--- config.mk ---
export PLATFORM = sky130hd
export DESIGN_NAME = ram_fifo_ctrl
export DESIGN_NICKNAME = d
export VERILOG_FILES = /design/src/rtl/ram_fifo_ctrl.sv
export SDC_FILE = /design/constraint.sdc
export NUM_CORES = 1
export LEC_CHECK = 0
export ABC_AREA = 1
export ABC_CLOCK_PERIOD_IN_PS = 7950
export BUFFER_PORTS_ARGS = -buffer_cell sky130_fd_sc_hd__buf_2
export CORE_MARGIN = 2
export CORE_UTILIZATION = 49
export CTS_BUF_LIST = sky130_fd_sc_hd__clkbuf_8
export DETAILED_ROUTE_END_ITERATION = 8
export GPL_ROUTABILITY_DRIVEN = 0
export PLACE_DENSITY = 0.76
export SLEW_MARGIN = 30
export SYNTH_ARGS = -nofsm -noshare
export SYNTH_HDL_FRONTEND = slang
export SYNTH_SLANG_ARGS = --single-unit
--- constraint.sdc ---
create_clock -name clk -period 7.95 [get_ports clk]
set_input_delay 0.3975 -clock clk [delete_from_list [all_inputs] [get_ports clk]]
set_output_delay 0.3975 -clock clk [all_outputs]
set_load 0.005 [all_outputs]
--- src/rtl/ram_fifo_ctrl.sv ---
`default_nettype none
// ============================================================================
// Module   : ram_fifo_ctrl
// Brief    : Single-clock FIFO controller that uses an external dual-port RAM
//            as its storage. Writes are committed on RAM port A and reads are
//            issued on RAM port B. A 2-entry output buffer hides the RAM's
//            1-cycle registered read latency, so the FIFO can accept one push
//            and deliver one pop in every cycle.
//            Optional feature macro: RAM_FIFO_CTRL_LEVEL_EN adds registered
//            level / almost_full status outputs.
// Revision : 1.0 - initial release
// ============================================================================
module ram_fifo_ctrl #(
    parameter int DATA_WIDTH        = 8,
    parameter int ADDRESS_WIDTH     = 3,
    parameter int ALMOST_FULL_LEVEL = 2**ADDRESS_WIDTH
) (
    input  logic                     clk,
    input  logic                     rst,
    // write stream
    input  logic                     s_valid,
    output logic                     s_ready,
    input  logic [DATA_WIDTH-1:0]    s_data,
    // read stream
    output logic                     m_valid,
    input  logic                     m_ready,
    output logic [DATA_WIDTH-1:0]    m_data,
    // RAM port A (write)
    output logic                     ram_en_a,
    output logic                     ram_we_a,
    output logic [ADDRESS_WIDTH-1:0] ram_addr_a,
    output logic [DATA_WIDTH-1:0]    ram_din_a,
    // RAM port B (read)
    output logic                     ram_en_b,
    output logic                     ram_we_b,
    output logic [ADDRESS_WIDTH-1:0] ram_addr_b,
`ifdef RAM_FIFO_CTRL_LEVEL_EN
    output logic [ADDRESS_WIDTH+1:0] level,
    output logic                     almost_full,
`endif
    input  logic [DATA_WIDTH-1:0]    ram_dout_b
);

    // ------------------------------------------------------------------------
    // Constants
    // ------------------------------------------------------------------------
    // RAM word count runs 0..DEPTH, so it needs one bit more than the pointer.
    localparam logic [ADDRESS_WIDTH:0]   c_CNT_ONE  = {{ADDRESS_WIDTH{1'b0}}, 1'b1};
    localparam logic [ADDRESS_WIDTH:0]   c_CNT_FULL = {1'b1, {ADDRESS_WIDTH{1'b0}}};
    localparam logic [ADDRESS_WIDTH-1:0] c_PTR_ONE  = {{(ADDRESS_WIDTH-1){1'b0}}, 1'b1};
    localparam logic [1:0]               c_BUF_ONE  = 2'd1;

    // ------------------------------------------------------------------------
    // State
    // ------------------------------------------------------------------------
    logic [ADDRESS_WIDTH-1:0] r_wr_ptr;
    logic [ADDRESS_WIDTH-1:0] r_rd_ptr;
    logic [ADDRESS_WIDTH:0]   r_ram_count;   // written, not yet read-issued
    logic                     r_rd_pending;  // read issued last cycle, data on ram_dout_b now
    logic [1:0]               r_buf_count;   // output buffer occupancy 0..2
    logic                     r_buf_head;    // index of the head entry
    logic [DATA_WIDTH-1:0]    r_buf [2];
    logic                     r_s_ready;

    // ------------------------------------------------------------------------
    // Combinational control
    // ------------------------------------------------------------------------
    logic                     w_push;
    logic                     w_pop;
    logic                     w_issue;
    logic                     w_capture;
    logic                     w_tail;
    logic [2:0]               w_slots_used;
    logic [ADDRESS_WIDTH:0]   w_ram_count_next;
    logic [1:0]               w_buf_count_next;

    assign w_push    = s_valid && r_s_ready;
    assign w_pop     = m_valid && m_ready;
    assign w_capture = r_rd_pending;

    // A pending read has already claimed a buffer slot; a pop this cycle frees
    // one. A pop implies buf_count >= 1, so the subtraction never underflows.
    assign w_slots_used = {1'b0, r_buf_count} + {2'b00, r_rd_pending} - {2'b00, w_pop};

    // ram_count is registered, so a word is only read once its write edge has
    // passed -- no read-during-write case can occur on the RAM.
    assign w_issue = (r_ram_count != '0) && (w_slots_used < 3'd2);

    // Tail slot = head + count (mod 2). Capture with count == 2 cannot happen
    // because the issue rule never over-subscribes the buffer.
    assign w_tail = r_buf_head ^ r_buf_count[0];

    // Next RAM word count, including this cycle's push and read issue.
    always_comb begin
        w_ram_count_next = r_ram_count;
        if (w_push && !w_issue) begin
            w_ram_count_next = r_ram_count + c_CNT_ONE;
        end else if (!w_push && w_issue) begin
            w_ram_count_next = r_ram_count - c_CNT_ONE;
        end
    end

    // Next output-buffer occupancy, including this cycle's capture and pop.
    always_comb begin
        w_buf_count_next = r_buf_count;
        if (w_capture && !w_pop) begin
            w_buf_count_next = r_buf_count + c_BUF_ONE;
        end else if (!w_capture && w_pop) begin
            w_buf_count_next = r_buf_count - c_BUF_ONE;
        end
    end

    // ------------------------------------------------------------------------
    // Outputs
    // ------------------------------------------------------------------------
    assign s_ready    = r_s_ready;
    assign m_valid    = (r_buf_count != 2'd0);
    assign m_data     = r_buf[r_buf_head];

    assign ram_en_a   = w_push;
    assign ram_we_a   = w_push;
    assign ram_addr_a = r_wr_ptr;
    assign ram_din_a  = s_data;

    assign ram_en_b   = w_issue;
    assign ram_we_b   = 1'b0;
    assign ram_addr_b = r_rd_ptr;

    // ------------------------------------------------------------------------
    // Sequential logic
    // ------------------------------------------------------------------------

    // Pointers, RAM word count and the read-pending flag.
    always_ff @(posedge clk or posedge rst) begin
        if (rst) begin
            r_wr_ptr     <= '0;
            r_rd_ptr     <= '0;
            r_ram_count  <= '0;
            r_rd_pending <= 1'b0;
        end else begin
            if (w_push) begin
                r_wr_ptr <= r_wr_ptr + c_PTR_ONE;
            end
            if (w_issue) begin
                r_rd_ptr <= r_rd_ptr + c_PTR_ONE;
            end
            r_ram_count  <= w_ram_count_next;
            r_rd_pending <= w_issue;
        end
    end

    // Output buffer: capture RAM read data at the tail, advance head on pop.
    always_ff @(posedge clk or posedge rst) begin
        if (rst) begin
            r_buf[0]    <= '0;
            r_buf[1]    <= '0;
            r_buf_head  <= 1'b0;
            r_buf_count <= 2'd0;
        end else begin
            if (w_capture) begin
                r_buf[w_tail] <= ram_dout_b;
            end
            if (w_pop) begin
                r_buf_head <= ~r_buf_head;
            end
            r_buf_count <= w_buf_count_next;
        end
    end

    // Registered write-side ready: depends only on the next RAM word count,
    // so there is no combinational path from m_ready to s_ready.
    always_ff @(posedge clk or posedge rst) begin
        if (rst) begin
            r_s_ready <= 1'b0;
        end else begin
            r_s_ready <= (w_ram_count_next < c_CNT_FULL);
        end
    end

`ifdef RAM_FIFO_CTRL_LEVEL_EN
    // ------------------------------------------------------------------------
    // Fill level status (registered from next-state values, so it tracks the
    // current occupancy with no extra cycle of lag).
    // ------------------------------------------------------------------------
    localparam logic [ADDRESS_WIDTH+1:0] c_AF_LEVEL = ALMOST_FULL_LEVEL[ADDRESS_WIDTH+1:0];

    logic [ADDRESS_WIDTH+1:0] w_level_next;
    logic [ADDRESS_WIDTH+1:0] r_level;
    logic                     r_almost_full;

    assign w_level_next = {1'b0, w_ram_count_next}
                        + {{(ADDRESS_WIDTH+1){1'b0}}, w_issue}
                        + {{ADDRESS_WIDTH{1'b0}}, w_buf_count_next};

    // Total occupancy (RAM + pending read + buffer) and its threshold flag.
    always_ff @(posedge clk or posedge rst) begin
        if (rst) begin
            r_level       <= '0;
            r_almost_full <= 1'b0;
        end else begin
            r_level       <= w_level_next;
            r_almost_full <= (w_level_next >= c_AF_LEVEL);
        end
    end

    assign level       = r_level;
    assign almost_full = r_almost_full;
`else
    // Threshold only matters for the status outputs; keep it referenced.
    logic w_unused_af_level;
    assign w_unused_af_level = (ALMOST_FULL_LEVEL > 0);
`endif

endmodule
`default_nettype wire
# --- Word-level counts from Yosys, hierarchy flattened ---
# Index checks and enable logic that the tools add are counted.
totals:
  ff_bits: 31
  wordCells: 51
  output_inout_bits: 28
op_classes:
  reduce_logical: 15
  n_addsub: 8
  bitwise_logic: 4
  n_lt_le_gt_ge: 5
  mux: 10
op_table:
  columns: ["cell", "n"]
  rows:
  - ["2-to-1 mux 8 bit", 4]
  - ["bitwise mux 16 bit", 1]
  - ["demux 8 bit (select 1 bit)", 1]
  - ["logical AND 1 bit", 8]
  - ["2-to-1 mux 4 bit", 2]
  - ["adder 3 x 1 -> 3 bit, second input constant", 2]
  - ["adder 4 x 1 -> 4 bit, second input constant", 1]
  - [">= comparator 2 bit, second input constant", 2]
  - ["zero test 1 bit", 4]
  - ["< comparator 4 bit, second input constant", 1]
  - ["2-to-1 mux 2 bit", 2]
  - ["NOT 1 -> 2 bit", 2]
  - ["nonzero test 2 bit", 2]
  - ["nonzero test 4 bit", 1]
  - ["subtractor 4 x 1 -> 4 bit, second input constant", 1]
  - ["adder 2 x 1 -> 3 bit", 1]
  - ["< comparator 3 x 2 -> 1 bit, second input constant", 1]
  - ["subtractor 3 x 1 -> 3 bit", 1]
  - ["adder 2 x 1 -> 2 bit, second input constant", 1]
  - ["< comparator 2 x 1 -> 1 bit, second input constant", 1]
  - ["subtractor 2 x 1 -> 2 bit, second input constant", 1]
  - ["NOT 1 bit", 1]
  - ["XOR 1 bit", 1]

# --- Depth between registers and ports, before layout ---
# Gate-level depths: netlist of the first run.
depth:
  depth_word: 9
  ltp_mapped: 17

# --- Worst setup path before layout of the first run ---
# No wires, ideal clock.
synth_timing:
  path_type: "register -> register"
  startpoint: "register r_buf_count[0]"
  endpoint: "register r_ram_count[2]"
  path_slack_ps: 5039
  path_stages_with_launch: 15
  required_ps: 7823
  setup_time_ps: 127
  arrival_time_ps: 2784
  n_path_buf: 0
  cell_sequence: "dfrtp_1 > inv_1 > nand2_1 > nand2_1 > inv_1 > ha_1 > or2_2 > fa_1 > nand4_1 > inv_1 > ha_1 > nor2_1 > o31ai_1 > nand2_1 > o21ai_0"
synth_via:
  elab_chain_len: 8
  word_cells_on_any_way: 11
synth_rtl:
  columns: ["item", "line", "rtl"]
  rows:
  - ["from (decl)", "60", "logic [1:0] r_buf_count;"]
  - ["from (signal assigned)", "166", "r_buf_count <= w_buf_count_next;"]
  - ["nonzero test 2 bit (*)", "117", "assign m_valid = (r_buf_count != 2'd0);"]
  - ["via m_valid", "25", "output logic m_valid,"]
  - ["logical AND 1 bit (*)", "78", "assign w_pop = m_valid && m_ready;"]
  - ["via w_pop", "69", "logic w_pop;"]
  - ["subtractor 3 x 1 -> 3 bit (*)", "83", "assign w_slots_used = {1'b0, r_buf_count} + {2'b00, r_rd_pending} - {2'b00, w_pop};"]
  - ["< comparator 3 x 2 -> 1 bit (*)", "87", "assign w_issue = (r_ram_count != '0) && (w_slots_used < 3'd2);"]
  - ["logical AND 1 bit (*)", "87", null]
  - ["via ram_en_b", "34", "output logic ram_en_b,"]
  - ["logical AND 1 bit / zero test 1 bit (equally long branches)", "98, 96", null]
  - ["2-to-1 mux 4 bit / logical AND 1 bit (equally long branches)", "98, 96", null]
  - ["2-to-1 mux 4 bit (*)", "96", "if (w_push && !w_issue) begin"]
  - ["to (signal assigned)", "147", "r_ram_count <= w_ram_count_next;"]
  - ["to (decl)", "58", "logic [ADDRESS_WIDTH:0] r_ram_count;"]
# The timed path passes the listed nets; every way through them passes the cells marked *.
# A chain may end at the register's enable or synchronous reset.

# --- Final worst setup path of the first run ---
layout_timing:
  startpoint: "register r_buf_count[0]"
  endpoint: "output ram_en_b"
layout_via:
  elab_chain_len: 5
  word_cells_on_any_way: 6
layout_rtl:
  columns: ["item", "line"]
  rows:
  - ["nonzero test 2 bit", "117"]
  - ["logical AND 1 bit", "78"]
  - ["via w_pop", "69"]
  - ["subtractor 3 x 1 -> 3 bit", "83"]
  - ["< comparator 3 x 2 -> 1 bit", "87"]
  - ["logical AND 1 bit", "87"]
  - ["to (decl)", "34"]
# The timed path passes the listed nets, and every way through them passes these cells.

==> run metrics, run 1 <==
core area=3310 sq um; final hold viol count=0; die width=just over 60 um; Synth Area per Inst=approximately 8.5 sq um; drt first-iter violations=55; highest clock rate=316 MHz; Seq pwr share=a little over a third; Pint=roughly 470 uW; area growth from synthesis to layout=12.1%; Post-CTS Hold Fix Bufs=0; Leak=0.00101 uW; setup TNS=0 ns; layout cells sized above 1=around 19%; global-route wire length before repair=approximately 5300 um; Final HPWL DP=2190 um; worst setup path category=register to output port; min Tclk post-route=around 3.2 ns; CTS tree=yes; via count=1264; Tcrit/Tclk final=between 30% and 40%; largest net degree at the start of global routing=32; Routed WL=between 2000 and 3000 um; Worst slew margin=63.9%; status=finished clean; Synth Register Bits=31; syn nets=around 230; drt first pass iters=4; clock group share of total power=between 10% and 20%; antenna cells=0; global route overflow=0; Final setup viols=0; Net Sw Frac=42.7%; root buffer cell=clkbuf_8; fill count=a little over 300; I/O pin count=48; Num CTS Buffers=5; DRT antenna net count=0; std cell rows=21; multi-input logic area=~700 sq um; area leader, netlist=dfrtp_1; register area share after synthesis=between 40% and 50%; CTS resizes=0; maximum vdd drop=around 0.00021 V; GRT Overall Usage=between 15 and 20%; port bufs=30; Pwr Density=~440 nW/um^2; Routed WL per cell=about 11 um; yosys warns=0; clk buf depth=2; final net count=250; Starting Density=between 50% and 60%; Die ar.=just under 4000 sq um; CP max stage delay=~0.49 ns; sw power=354 uW; critical path cell sequence=inv_1 > nand2_1 > nand2_1 > inv_1 > ha_1 > or2_2 > fa_1 > nand4_1 > inv_1 > buf_2; Skew-Pair Late Insertion Delay=0.28 ns; DR DRC count=0; most frequent CP cell=inv_1; vias in the first global route=around 1200; # clock sinks=31; min-delay worst type=input port to async pin; Worst setup SP type=register; CTS HTree Levels=2; sequential cell area=around 780 sq um; overall die height=roughly 62 um; Netlist cell types=24; max-slew violations=0; Crit-path slowest cell=fa_1; maxcap violations=0; combinational power share=between 40 and 50%; Synth Instances=between 150 and 200; Tightest Pin Transition=roughly 0.54 ns; top cell type's share of synthesized area=between 40% and 50%; crit path capture type=output port; antenna violations before repair=0; via/cell ratio=approximately 4.7; post-synthesis cell area=1670 sq um; Data required, critical path=7.55 ns; clock skew=0.00204 ns; CP max FO=6; largest cells by area after synthesis=dfrtp_1, nand2_1, ha_1; number of setup buffers added after CTS=0; clock slew at reported path FFs=0.06 ns; Power, Total=a little over 800 uW; RSZ-0062 raised after global routing=false; Worst EP arrival=around 2.8 ns
-- critical path: cells and delay by family (launching register included) --
family,cells,cell delay [ns]
buf+inv,4,0.54
flops,1,0.46
fa+ha+maj,2,0.75
simple gates,4,0.74
-- final cells by class --
class / instances / area share [%]
clock inverters: 3 / 0.670
clock buffers: 5 / 3.68
flip-flops and latches: 31 / 41.5
inverters: 25 / 5.02
multi-input cells: 126 / 37.6
repair buffers: 31 / 8.44
well taps: 46 / 3.08
-- flip-flops by register name, indices dropped and copies added, names as in the netlist, named ones only --
register      flops
ram_addr_b        3
r_buf            16
r_ram_count       3
r_buf_head        1
r_buf_count       2
ram_addr_a        3
s_ready           1
r_rd_pending      1
-- power by group through the flow --
stage                     Clock [uW]  Sequential, uW  Combinational, uW
after floorplan                    0             283                319
after detailed placement           0             303                418
after global placement             0             301                408
after CTS                        118             301                419
final                            115             300                412
after global routing             127             313                478
-- cells in the mapped netlist --
| cell type | count |
|---|---|
| clkbuf_1 | 1 |
| nor2_2 | 1 |
| buf_6 | 1 |
| conb_1 | 1 |
| xnor2_4 | 1 |
| or2_2 | 1 |
| buf_4 | 10 |
| nor2_1 | 11 |
| dfrtp_1 | 31 |
| xnor2_1 | 5 |
| nand3_1 | 7 |
| o21ai_0 | 20 |
| nand2_1 | 51 |
| nand2_4 | 1 |
| a22oi_1 | 1 |
| ha_1 | 9 |
| clkbuf_2 | 1 |
| nand4_1 | 2 |
| o31ai_1 | 1 |
| fa_1 | 1 |
| o211ai_1 | 1 |
| a21oi_1 | 10 |
| xor2_1 | 2 |
| inv_1 | 25 |
-- path summary, 6_finish.rpt --
check	from	end	slack, ns	cells after the start
setup reg to reg	r_buf_count[0]	r_ram_count[2]	4.80	15
hold reg to reg	ram_addr_a[2]	ram_addr_a[2]	0.47	1
max in group asynchronous	rst	r_buf[15]	7.49	3
min in group clk	ram_dout_b[1]	r_buf[1]	0.33	3
setup / recovery	r_buf_count[0]	ram_en_b	4.79	10
hold / removal	rst	r_buf[8]	0.18	3
-- cells by family after synthesis --
| family | count (synthesis) | share of synthesized area, % |
|---|---|---|
| AND/OR/NAND/NOR | 74 | 18.2 |
| buffers and inverters | 38 | 11.3 |
| AO/OA/AOI/OAI | 33 | 10.4 |
| flip-flops | 31 | 46.5 |
| adder cells (fa/ha/maj) | 10 | 7.96 |
| XOR/XNOR | 8 | 5.33 |
| other | 1 | 0.225 |
-- stage by stage --
stage	cells	hold WS [ns]	utilization, %	setup slack [ns]	area, sq um
after floorplan	195	0.442	-	5.04	1670
after global placement	259	0.460	54.0	4.92	1790
final	267	0.182	56.4	4.79	1870
after detailed placement	259	0.469	54.0	4.82	1790
after CTS	267	0.193	56.4	4.77	1870
after global routing	267	0.227	56.4	4.55	1870
-- layout by cell type, fill, tap and decap left out, drive strengths merged, types with 2 or more instances in the layout --
cell type,netlist,final
nand3,7,7
ha,9,9
a21oi,10,10
inv,25,27
o21ai,20,20
buf,11,31
nand2,52,52
nand4,2,2
nor2,12,12
xor2,2,2
clkbuf,2,5
xnor2,6,6
dfrtp,31,31
-- metal layers --
metal,wire [um],up-vias,track usage (%)
met5,0,-,0
met3,165,6,5.80
met2,1450,28,29.3
met4,63,0,8.61
li1,-,655,-
met1,1280,575,20.4
Note: power is estimated with default switching activity, not from simulation.
==> run 2, diff against run 1 <==
--- a/config.mk
+++ b/config.mk
@@ -6,14 +6,14 @@
 export NUM_CORES = 1
 export LEC_CHECK = 0
 export ABC_AREA = 1
-export ABC_CLOCK_PERIOD_IN_PS = 7950
+export ABC_CLOCK_PERIOD_IN_PS = 2600
 export BUFFER_PORTS_ARGS = -buffer_cell sky130_fd_sc_hd__buf_2
 export CORE_MARGIN = 2
-export CORE_UTILIZATION = 49
+export CORE_UTILIZATION = 48
 export CTS_BUF_LIST = sky130_fd_sc_hd__clkbuf_8
 export DETAILED_ROUTE_END_ITERATION = 8
 export GPL_ROUTABILITY_DRIVEN = 0
-export PLACE_DENSITY = 0.76
+export PLACE_DENSITY = 0.78
 export SLEW_MARGIN = 30
 export SYNTH_ARGS = -nofsm -noshare
 export SYNTH_HDL_FRONTEND = slang
==> constraint.sdc (replaced) <==
create_clock -name clk -period 2.6 [get_ports clk]
set_input_delay 0.13 -clock clk [delete_from_list [all_inputs] [get_ports clk]]
set_output_delay 0.13 -clock clk [all_outputs]
set_load 0.005 [all_outputs]
==> run 2 against run 1 <==
Against the previous run: non-clock buffer count is 12 higher; utilization is 5.3 points higher; clock-buffer cell count is 1 higher; global-route usage is 0.96 points higher; total power grew to 3.7 times the previous value; die area is 2.0% higher; critical endpoint is now r_ram_count[2]; largest power group unchanged; highest routed layer unchanged.
==> run metrics, run 2 (synthesis gave the netlist of run 1 again) <==
die width=62.9 um (was 62.3 um); area growth from synthesis to layout=23.6% (was 12.1%); DRT antenna net count=0 (unchanged); most frequent CP cell=inv_2 (was inv_1); Skew-Pair Late Insertion Delay=0.28 ns (about the same); min-delay worst type=input port to register (was input port to async pin); final net count=262 (was 250); Power, Total=3040 uW (was 828 uW); Final HPWL DP=2370 um (was 2190 um); antenna cells=0 (unchanged); global route overflow=0 (unchanged); layout cells sized above 1=28.8% (was 18.6%); global-route wire length before repair=5680 um (was 5300 um); commonest non-fill, non-tap cell in the layout=nand2_1 (unchanged); highest clock rate=386 MHz; combinational power share=53.9% (was 49.8%); std cell rows=21 (unchanged); overall die height=62.9 um (was 62.3 um); Routed WL per cell=12.3 um (was 11.1 um); CP max FO=5 (was 6); placed cells=266 (was 259); Tcrit/Tclk final=between 90% and 100%; commonest cells after routing, fill and taps aside=nand2_1, dfrtp_1, buf_2, inv_1, o21ai_0 (unchanged); Leak=0.00107 uW (was 0.00101 uW); Data required, critical path=2.76 ns (was 7.55 ns); I/O pin count=48 (unchanged); Reg with most FFs=r_buf (unchanged); via count=1359 (was 1264); GRT Overall Usage=18.6% (was 17.6%); Worst slew margin=62.8% (was 63.9%); Starting Density=49.9% (was 50.3%); max-slew violations=0 (unchanged); Pwr Density=1480 nW/um^2 (was 443 nW/um^2); root buffer cell=clkbuf_8 (unchanged); Num CTS Buffers=5 (unchanged); Crit-path slowest cell=fa_1 (unchanged); largest net degree at the start of global routing=23 (was 32); final hold viol count=0 (unchanged); via/cell ratio=4.87 (was 4.73); worst setup path category=register to register (was register to output port); # clock sinks=31 (unchanged); Net Sw Frac=40.5% (was 42.7%); clock skew=0.00524 ns (was 0.00204 ns); antenna violations before repair=0 (unchanged); max reg flops=16 (unchanged); Worst EP arrival=2.75 ns (was 2.77 ns); core area=3340 sq um (was 3310 sq um); maximum vdd drop=0.000733 V (was 0.000214 V); min Tclk post-route=2.59 ns; sw power=1230 uW (was 354 uW); CTS HTree Levels=2 (unchanged); Routed WL=3420 um (was 2960 um); CP max stage delay=0.48 ns (was 0.49 ns); delay-heaviest family, CP=adder cells (unchanged); Pint=1810 uW (was 474 uW); Tightest Pin Transition=0.558 ns (was 0.541 ns); drt first pass iters=5 (was 4); clk buf depth=2 (unchanged); Seq pwr share=29.9% (was 36.3%); clock slew at reported path FFs=0.07 ns (was 0.06 ns); clock group share of total power=16.2% (was 13.9%); Final setup viols=0 (unchanged); port bufs=30 (unchanged); drt first-iter violations=44 (was 55); Die ar.=3960 sq um (was 3880 sq um); Final Non-Filler Cells=279 (was 267); crit path capture type=register (was output port); RSZ-0062 raised after global routing=true (was false); CTS tree=yes (unchanged); post-layout util=61.8% (was 56.4%); maxcap violations=0 (unchanged); critical path cell sequence=inv_2 > nand2_2 > nand2_2 > inv_2 > ha_4 > or2_4 > fa_1 > nand4_1 > inv_2 > ha_4 > nor2_4 > o31ai_1 > nand2_1 > o21ai_1 (was inv_1 > nand2_1 > nand2_1 > inv_1 > ha_1 > or2_2 > fa_1 > nand4_1 > inv_1 > buf_2); WP buf/inv=3 (was 4); Worst setup SP type=register (unchanged); DR DRC count=0 (unchanged); status=finished clean (unchanged); vias in the first global route=1323 (was 1214)
-- run 2: cell count changes in the layout (fill, tap and decap cells not counted), sizes merged --
cell,previous run,this run
bufinv,0,1
buf,31,42
inv,27,25
dlygate4sd3,0,1
clkbuf,5,6
-- run 2: power groups by stage --
stage | Sequential (uW) | Clock [uW] | Combinational [uW]
5_1_grt | 942 | 526 | 1850
3_3_place_gp | 903 | 0 | 1410
2_1_floorplan | 869 | 0 | 1030
4_1_cts | 908 | 503 | 1560
3_5_place_dp | 914 | 0 | 1450
6_report | 909 | 493 | 1640
-- run 2: what timing repair did --
action / 4_1_cts / 5_1_grt
setup endpoints to repair: 1 / 5
setup buffers: 3 / 1
resized for setup: 6 / 5
pin swaps: 3 / 0
hold buffers: 1 / 0
endpoints found under the hold margin: 9 / 0
-- run 2: final cells by class --
class                      instances  area (sq um)
fill                             299          1280
sequential                        31           777
multi-input combinational        126           754
timing repair buffer              43           260
inverter                          25          93.8
clock buffer                       6          82.6
tap                               46          57.6
clock inverter                     2          35.0
-- run 2: through the flow --
step	hold WS (ns)	setup slack (ns)	TNS [ns]	cell area [sq um]
2_1_floorplan	0.233	-0.0968	-0.0968	1690
5_1_grt	0.0687	-0.0990	-0.236	2060
4_1_cts	0.0654	-0.0342	-0.0682	2030
3_3_place_gp	0.127	0.0488	0	1860
3_5_place_dp	0.134	-0.108	-0.108	1860
6_report	0.0740	0.00852	0	2060
-- run 2: final timing paths --
path	slack [ns]	from	end	depth (start not counted)
min	0.07	ram_dout_b[1]	r_buf[1]	3
min reg2reg	0.47	ram_addr_a[2]	ram_addr_a[2]	1
max	0.009	r_buf_count[0]	r_ram_count[2]	14
min in group asynchronous	0.37	rst	r_ram_count[0]	3
max in group asynchronous	1.60	rst	r_buf[6]	4
max reg2reg	0.009	r_buf_count[0]	r_ram_count[2]	14
-- run 2: tightest hold or removal path, delay by kind of cell --
kind / cells / cell delay (ns)
simple gates: 2 / 0.10
buf+inv: 1 / 0.09
-- run 2: routing by layer --
layer	vias to the layer above	wire length, um	track usage, %
met2	46	1750	33.2
met5	-	0	0
li1	675	-	-
met1	631	1390	20.5
met4	0	46	5.83
met3	7	230	6.31
